[src/rtl/dice_pkg.sv]
// Shared types and width helpers for the dice bank.
package dice_pkg;

    typedef enum logic [1:0] {
        StIdle,
        StRoll,
        StSum,
        StShow
    } state_e;

    // Bits needed to hold a die value 1..faces.
    function automatic int unsigned die_width(input int unsigned faces);
        return $clog2(faces + 1);
    endfunction

    // Bits needed to hold the total of n dice without overflow.
    function automatic int unsigned sum_width(input int unsigned n, input int unsigned faces);
        return $clog2(n * faces + 1);
    endfunction

endpackage

[src/rtl/dice_die.sv]
// Single die: advances by STEP faces per enabled edge, always staying in 1..FACES.
module dice_die
    import dice_pkg::*;
#(
    parameter int unsigned FACES = 6,
    parameter int unsigned STEP  = 1,
    localparam int unsigned W    = die_width(FACES)
) (
    input  logic         clk_i,
    input  logic         rst_ni,
    input  logic         adv_i,
    output logic [W-1:0] val_o
);

    // A step of a whole number of turns is equivalent to its remainder.
    localparam int unsigned StepMod = STEP % FACES;

    logic [W-1:0] val_q, val_d;
    logic [W:0]   sum_ext;

    // Next value: add the reduced step and wrap once past FACES.
    always_comb begin
        sum_ext = {1'b0, val_q} + (W+1)'(StepMod);
        val_d   = val_q;
        if (adv_i) begin
            if (sum_ext > (W+1)'(FACES)) begin
                val_d = W'(sum_ext - (W+1)'(FACES));
            end else begin
                val_d = W'(sum_ext);
            end
        end
    end

    // Die value register; reset shows face 1.
    always_ff @(posedge clk_i or negedge rst_ni) begin
        if (!rst_ni) begin
            val_q <= W'(1);
        end else begin
            val_q <= val_d;
        end
    end

    assign val_o = val_q;

endmodule

[src/rtl/dice_bank.sv]
// Bank of dice rolled by a debounced button; shows a registered total after each roll.
module dice_bank
    import dice_pkg::*;
#(
    parameter int unsigned NUM_DICE = 2,
    parameter int unsigned FACES    = 6,
    parameter int unsigned DEBOUNCE = 4,
    localparam int unsigned W       = die_width(FACES),
    localparam int unsigned S       = sum_width(NUM_DICE, FACES)
) (
    input  logic                  clk,
    input  logic                  rst,
    input  logic                  button,
    output logic [NUM_DICE*W-1:0] throw,
    output logic [S-1:0]          sum,
    output logic                  valid,
    output logic                  rolling
);

    logic       sync1_q, sync2_q;
    logic       db_q, db_d;
    logic [7:0] cnt_q, cnt_d;
    state_e     state_q, state_d;
    logic       adv;
    logic [S-1:0] total;
    logic [S-1:0] sum_q, sum_d;
    logic         valid_q, valid_d;

    // Two-flop synchroniser for the asynchronous button.
    always_ff @(posedge clk or negedge rst) begin
        if (!rst) begin
            sync1_q <= 1'b0;
            sync2_q <= 1'b0;
        end else begin
            sync1_q <= button;
            sync2_q <= sync1_q;
        end
    end

    // Debounce: flip only after DEBOUNCE consecutive disagreeing samples.
    always_comb begin
        db_d  = db_q;
        cnt_d = '0;
        if (sync2_q != db_q) begin
            if (cnt_q == 8'(DEBOUNCE - 1)) begin
                db_d = sync2_q;
            end else begin
                cnt_d = cnt_q + 8'd1;
            end
        end
    end

    // Debounce state register.
    always_ff @(posedge clk or negedge rst) begin
        if (!rst) begin
            db_q  <= 1'b0;
            cnt_q <= '0;
        end else begin
            db_q  <= db_d;
            cnt_q <= cnt_d;
        end
    end

    // FSM next state, dice advance enable and result capture.
    always_comb begin
        state_d = state_q;
        adv     = 1'b0;
        sum_d   = sum_q;
        valid_d = 1'b0;
        unique case (state_q)
            StIdle: if (db_q) state_d = StRoll;
            StRoll: begin
                adv = db_q;
                if (!db_q) state_d = StSum;
            end
            StSum: begin
                // SUM always completes, whatever the button does meanwhile.
                state_d = StShow;
                sum_d   = total;
                valid_d = 1'b1;
            end
            StShow: if (db_q) state_d = StRoll;
            default: state_d = StIdle;
        endcase
    end

    // FSM and result registers.
    always_ff @(posedge clk or negedge rst) begin
        if (!rst) begin
            state_q <= StIdle;
            sum_q   <= S'(NUM_DICE);
            valid_q <= 1'b0;
        end else begin
            state_q <= state_d;
            sum_q   <= sum_d;
            valid_q <= valid_d;
        end
    end

    // Adder over the current die values.
    always_comb begin
        total = '0;
        for (int unsigned k = 0; k < NUM_DICE; k++) begin
            total = total + S'(throw[k*W +: W]);
        end
    end

    for (genvar k = 0; k < NUM_DICE; k++) begin : g_die
        dice_die #(
            .FACES (FACES),
            .STEP  (k + 1)
        ) u_die (
            .clk_i  (clk),
            .rst_ni (rst),
            .adv_i  (adv),
            .val_o  (throw[k*W +: W])
        );
    end

    assign sum     = sum_q;
    assign valid   = valid_q;
    assign rolling = (state_q == StRoll);

endmodule

[config.mk]
export PLATFORM = sky130hd
export DESIGN_NAME = dice_bank
export DESIGN_NICKNAME = d
export VERILOG_FILES = /design/src/rtl/dice_pkg.sv /design/src/rtl/dice_die.sv /design/src/rtl/dice_bank.sv
export SDC_FILE = /design/constraint.sdc
export NUM_CORES = 1
export LEC_CHECK = 0
export CELL_PAD_IN_SITES_DETAIL_PLACEMENT = 2
export CELL_PAD_IN_SITES_GLOBAL_PLACEMENT = 2
export CORE_ASPECT_RATIO = 0.7
export CORE_MARGIN = 2
export CORE_UTILIZATION = 39
export CTS_BUF_LIST = sky130_fd_sc_hd__clkbuf_4
export DETAILED_ROUTE_END_ITERATION = 12
export PLACE_DENSITY_LB_ADDON = 0.1
export SYNTH_ARGS = -nofsm -noshare
export SYNTH_HDL_FRONTEND = slang
export SYNTH_SLANG_ARGS = --single-unit
[constraint.sdc]
create_clock -name clk -period 2.3 [get_ports clk]
set_input_delay 0.23 -clock clk [delete_from_list [all_inputs] [get_ports clk]]
set_output_delay 0.23 -clock clk [all_outputs]
set_load 0.01 [all_outputs]
==> flow_summary.ini, run 1 <==
[floorplanning]
io_pins = 15
dieArea_um2 = 3410
num_rows = 16
fp.dieW_um = 68.9
die_h_um = 49.5
initial_core_util_pct = 41.1
core-area_um2 = 2800

[layout]
drive_gt1_share_pct = 10.7
final_common_cell = dfrtp_1
nFillCells = 294
register_area_um2 = 578
layout.cells.non_filler = 157
nets = 133
area_delta_synth_final_pct = 17.4
n_antenna_cell = 0
layout_common_cells = dfrtp_1, clkdlybuf4s50_1, inv_1, nor2_1, ha_1
multi_input_area_um2 = 527

[power_and_ir_drop]
p_leak_nw = 0.608
total_power_mw = 1.83
power.internal_mw = 1.10
clock_power_share_pct = 11.2
ir_drop_uv = 580
powerDensity_nw_per_um2 = 1350
p_switching_uw = 731
combPwrFrac_pct = 49.9
switching_share_pct = 40.0
pwr-share-seq_pct = 38.9

[clocking]
post_cts_buffers = 0
cts.clk_slew.worst_paths_ns = 0.13
cts_max_level = 1
cts_buffers = 3
clk_path_buf_depth = 2
clk_latency_ns = 0.32
ctsHoldBuffers = 0
cts_sinks = 23
clockRootBuffer = clkbuf_4
cts_resized = 0
cts_tree = yes

[place]
gp_congestion = 0.793
hpwlAfterDp_um = 1980
port_buffers = 13
dp_cells = 153

[synthesis]
ys_seq_elements = 23
synthCells = 105
avgSynthCellArea_um2 = 11.0
synth_cell_types = 35
yosysWarnings = 0
synth_nets = 116
syn-cell-area_um2 = 1150
synth.yosys.seq_area_share_pct = 50.2

[critical_path]
cp-start-kind = flop
slowest_delay_ns = 0.58
path_class = reg -> out
crit_slowest_cell = clkdlybuf4s50_1
crit_chain = inv_1 -> ha_1 -> clkdlybuf4s50_1
path_max_fanout = 7
cp.arrival_ns = 1.68
cp.required_ns = 2.07
worstSetupEndpointType = output pin

[detailed_routing]
drt_pass1_iterations = 3
ant_nets = 0
vias = 823
drc_errors = 0
viasPerCell = 5.24
routed_wl_um = 2610
initialDrtViolationCount = 14
wire_per_inst_um = 16.6

[timing]
period_share_pct = 83.0
setup_viol = 0
slew_violations = 0
setup-tns-final_ns = 0
clock_skew_ns = 0.0140
period_needed_ns = 1.91
fmax_ghz = 0.524
finalHoldViolCount = 0
rsz0062_at_grt = false

[flow_run]
drv_cap = 0

[global_route]
grt_max_degree = 24
grt_usage_pct = 18.9
antenna_found_initial = 0
grt_pass1_wl_um = 4680
grt_pass1_vias = 935
grt_overflow = 0

[status]
outcome = finished clean

[hold_path]
worst_hold_path_type = in -> async
==> area by class of cell <==
type	instances	area share, %
multi-input combinational	71	39.0
sequential	23	42.8
inverter	9	2.50
clock buffer	4	2.22
tap	36	3.33
timing repair buffer	14	10.2
==> kinds of logic (layout without fill, tap and decap cells) <==
| logic type | Yosys count | in the layout | synth area share (%) |
|---|---|---|---|
| AO/OA/AOI/OAI | 21 | 21 | 11.8 |
| XOR/XNOR | 8 | 8 | 6.09 |
| adder cells (fa/ha/maj) | 8 | 8 | 9.35 |
| buffers and inverters | 11 | 27 | 4.02 |
| flip-flops | 23 | 23 | 50.2 |
| multiplexers | 5 | 5 | 4.67 |
| other | 1 | 1 | 0.326 |
| AND/OR/NAND/NOR | 28 | 28 | 13.5 |
==> final timing paths <==
kind / start / endpoint / slack, ns / cells past startpoint
setup / recovery: state_q[1] / rolling / 0.39 / 3
hold / removal: rst / cnt_q[3] / 0.25 / 2
setup reg to reg: g_die[0].u_die.val_o[0] / sum[2] / 0.63 / 4
hold reg to reg: sync1_q / sync2_q / 0.38 / 0
max in group asynchronous: rst / g_die[0].u_die.val_o[0] / 1.76 / 2
min in group clk: button / sync1_q / 0.34 / 1
==> synth_stat cells <==
master | count | share of area (%)
a21oi_1 | 5 | 2.2
a22oi_1 | 1 | 0.65
o21ai_0 | 4 | 1.7
and3_1 | 1 | 0.54
nand3_1 | 6 | 2.6
nor2_1 | 8 | 2.6
mux2i_1 | 2 | 1.7
a21o_1 | 3 | 2.0
o31ai_1 | 1 | 0.65
dfrtp_1 | 21 | 46
mux2_1 | 1 | 0.98
ha_1 | 7 | 7.6
nand2_1 | 2 | 0.65
inv_1 | 9 | 2.9
a21oi_2 | 1 | 0.76
nor2b_1 | 1 | 0.54
dfstp_2 | 2 | 4.6
mux2_2 | 2 | 2.0
or3_1 | 3 | 1.6
buf_4 | 1 | 0.65
fa_1 | 1 | 1.7
xor2_1 | 2 | 1.5
a31oi_1 | 1 | 0.54
a2bb2oi_1 | 1 | 0.76
nand4_2 | 1 | 1.1
a221o_1 | 1 | 0.87
nand2_2 | 1 | 0.54
buf_2 | 1 | 0.43
nand2b_1 | 2 | 1.1
nor4b_2 | 1 | 1.3
o21a_1 | 1 | 0.65
xnor2_1 | 6 | 4.6
nor3_1 | 2 | 0.87
o22ai_1 | 2 | 1.1
conb_1 | 1 | 0.33
==> sequential cells by signal, summed over array words and instances, names as in the netlist <==
signal	flops
cnt_q	8
state_q	2
g_die.u_die.val_o	5
sync1_q	1
db_q	1
valid	1
sync2_q	1
sum	4
==> power by group through the flow <==
stage	combinational (mW)	clock [mW]	sequential [mW]
3_5_place_dp	0.923	0	0.725
5_1_grt	1.02	0.234	0.744
4_1_cts	0.930	0.219	0.718
6_report	0.912	0.205	0.712
2_1_floorplan	0.570	0	0.704
3_3_place_gp	0.878	0	0.709
==> metrics by stage <==
step	hold slack [ns]	setup WS (ns)	instance area [um^2]	util (%)
after global placement	0.340	0.700	1320	47.1
final	0.254	0.391	1350	48.2
after detailed placement	0.351	0.613	1320	47.1
after floorplan	-0.0656	0.698	1150	-
after global routing	0.258	0.261	1350	48.2
after CTS	0.266	0.358	1350	48.2
==> critical path, delay by kind of cell, from the launching register on <==
kind | cells | cell delay (ns)
flops | 1 | 0.42
fa+ha+maj | 1 | 0.29
buf+inv | 2 | 0.64
==> metal layers <==
| layer | track usage, % | vias up | share of wire [%] |
|---|---|---|---|
| li1 | - | 393 | - |
| met1 | 27.7 | 411 | 50 |
| met2 | 27.4 | 14 | 45 |
| met3 | 4.11 | 5 | 3.0 |
| met4 | 6.86 | 0 | 1.7 |
| met5 | 0 | - | 0 |
Power figures use the tool's default switching activity.
==> run 2, diff against run 1 <==
CORE_UTILIZATION = 37   (was 39)
clock period = 1.8 ns   (was 2.3 ns; I/O delays follow)
==> flow_summary.ini, run 2 (synthesis results as in run 1) <==
[clocking]
post_cts_buffers = 0
clk_path_buf_depth = 2
cts_max_level = 1
clockRootBuffer = clkbuf_4
cts_tree = yes
clk_latency_ns = 0.31
cts_sinks = 23
ctsHoldBuffers = 0
cts.clk_slew.worst_paths_ns = 0.13
cts_buffers = 3

[layout]
multi_input_area_um2 = 529
register_area_um2 = 578
nets = 133
final_common_cell = dfrtp_1
final_core_util_pct = 46.9
drive_gt1_share_pct = 11.6
area_delta_synth_final_pct = 17.5
n_antenna_cell = 0
regMostFlops = cnt_q
final_area_um2 = 1350
nFillCells = 309
largest_register_ffs = 8
layout_common_cells = dfrtp_1, clkdlybuf4s50_1, inv_1, nor2_1

[global_route]
grt_pass1_vias = 939
grt_max_degree = 24
grt_usage_pct = 18.3
grt_pass1_wl_um = 4960
antenna_found_initial = 0
grt_overflow = 0

[detailed_routing]
viasPerCell = 5.37
drc_errors = 0
wire_per_inst_um = 17.8
vias = 843
drt_pass1_iterations = 4
routed_wl_um = 2790
ant_nets = 0
initialDrtViolationCount = 24

[floorplanning]
core-area_um2 = 2880
num_rows = 16
io_pins = 15
dieArea_um2 = 3580
die_h_um = 50.7
fp.dieW_um = 70.7
initial_core_util_pct = 39.9

[place]
port_buffers = 13
hpwlAfterDp_um = 2130
gp_congestion = 0.736
dpl_worst_slack_ns = 0.118
postPlaceCellArea_um2 = 1320

[timing]
slew_violations = 0
period_needed_ns = 1.71
finalHoldViolCount = 0
period_share_pct = 94.7
clock_skew_ns = 0.00121
setup-tns-final_ns = 0
fmax_ghz = 0.586
setup_viol = 0
rsz0062_at_grt = false
setup_ws_ns = 0.0946

[critical_path]
path_buf_inv = 1
crit_chain = clkdlybuf4s50_1
worstSetupEndpointType = output pin
cp.arrival_ns = 1.53
reg2reg_to = sum[2]
path_max_fanout = 8
regToRegSetupSlack_ns = 0.10
path_class = reg -> out
slowest_delay_ns = 0.64
r2r_cells = 4
cp-start-kind = flop
cpLargestDelayFamily = flip-flops
crit_slowest_cell = dfstp_2
reg2reg_from = g_die[0].u_die.val_o[0]
cp.required_ns = 1.62

[power_and_ir_drop]
p_leak_nw = 0.610
ir_drop_uv = 726
powerDensity_nw_per_um2 = 1750

[status]
outcome = finished clean

[hold_path]
worst_hold_path_type = in -> async

[flow_run]
drv_cap = 0
run 2: where the power goes:
group,switching [mW],leakage (nW),internal (mW)
combinational,0.590,0.310,0.603
clock,0.162,0.0184,0.102
sequential,0.208,0.281,0.701
run 2: layer usage:
layer  global-route usage (%)  part of all wire, %  wire length, um
met1                     26.2                   50             1390
met5                        0                    0                0
met4                     2.83                 0.47               13
met3                     5.82                  4.0              113
met2                     27.7                   45             1270
run 2: worst max-delay path by stage:
stage	start	slack, ns	to	cells past startpoint
after floorplan	g_die[0].u_die.val_o[0]	0.20	sum[2]	4
after global placement	g_die[0].u_die.val_o[0]	0.20	sum[2]	4
after detailed placement	g_die[0].u_die.val_o[0]	0.12	sum[2]	4
after CTS	g_die[0].u_die.val_o[0]	0.08	throw[0]	1
after global routing	g_die[0].u_die.val_o[0]	0.02	sum[2]	4
final	g_die[0].u_die.val_o[0]	0.09	throw[0]	1
run 2: per-stage QoR:
stage | instances | total power, mW | hold slack, ns
after floorplan | 105 | 1.63 | -0.116
after global placement | 153 | 2.03 | 0.343
after detailed placement | 153 | 2.14 | 0.348
after CTS | 157 | 2.41 | 0.213
after global routing | 157 | 2.58 | 0.240
final | 157 | 2.37 | 0.214
run 2: timing repair:
item	4_1_cts	5_1_grt
gates resized for setup	2	0
setup endpoints to repair	1	0
hold endpoints to repair	0	0
run 2: cell type report:
class,instances,area share [%]
multi-input combinational,71,39.1
clock buffer,4,2.22
inverter,9,2.50
timing repair buffer,14,10.1
tap,36,3.33
sequential,23,42.7
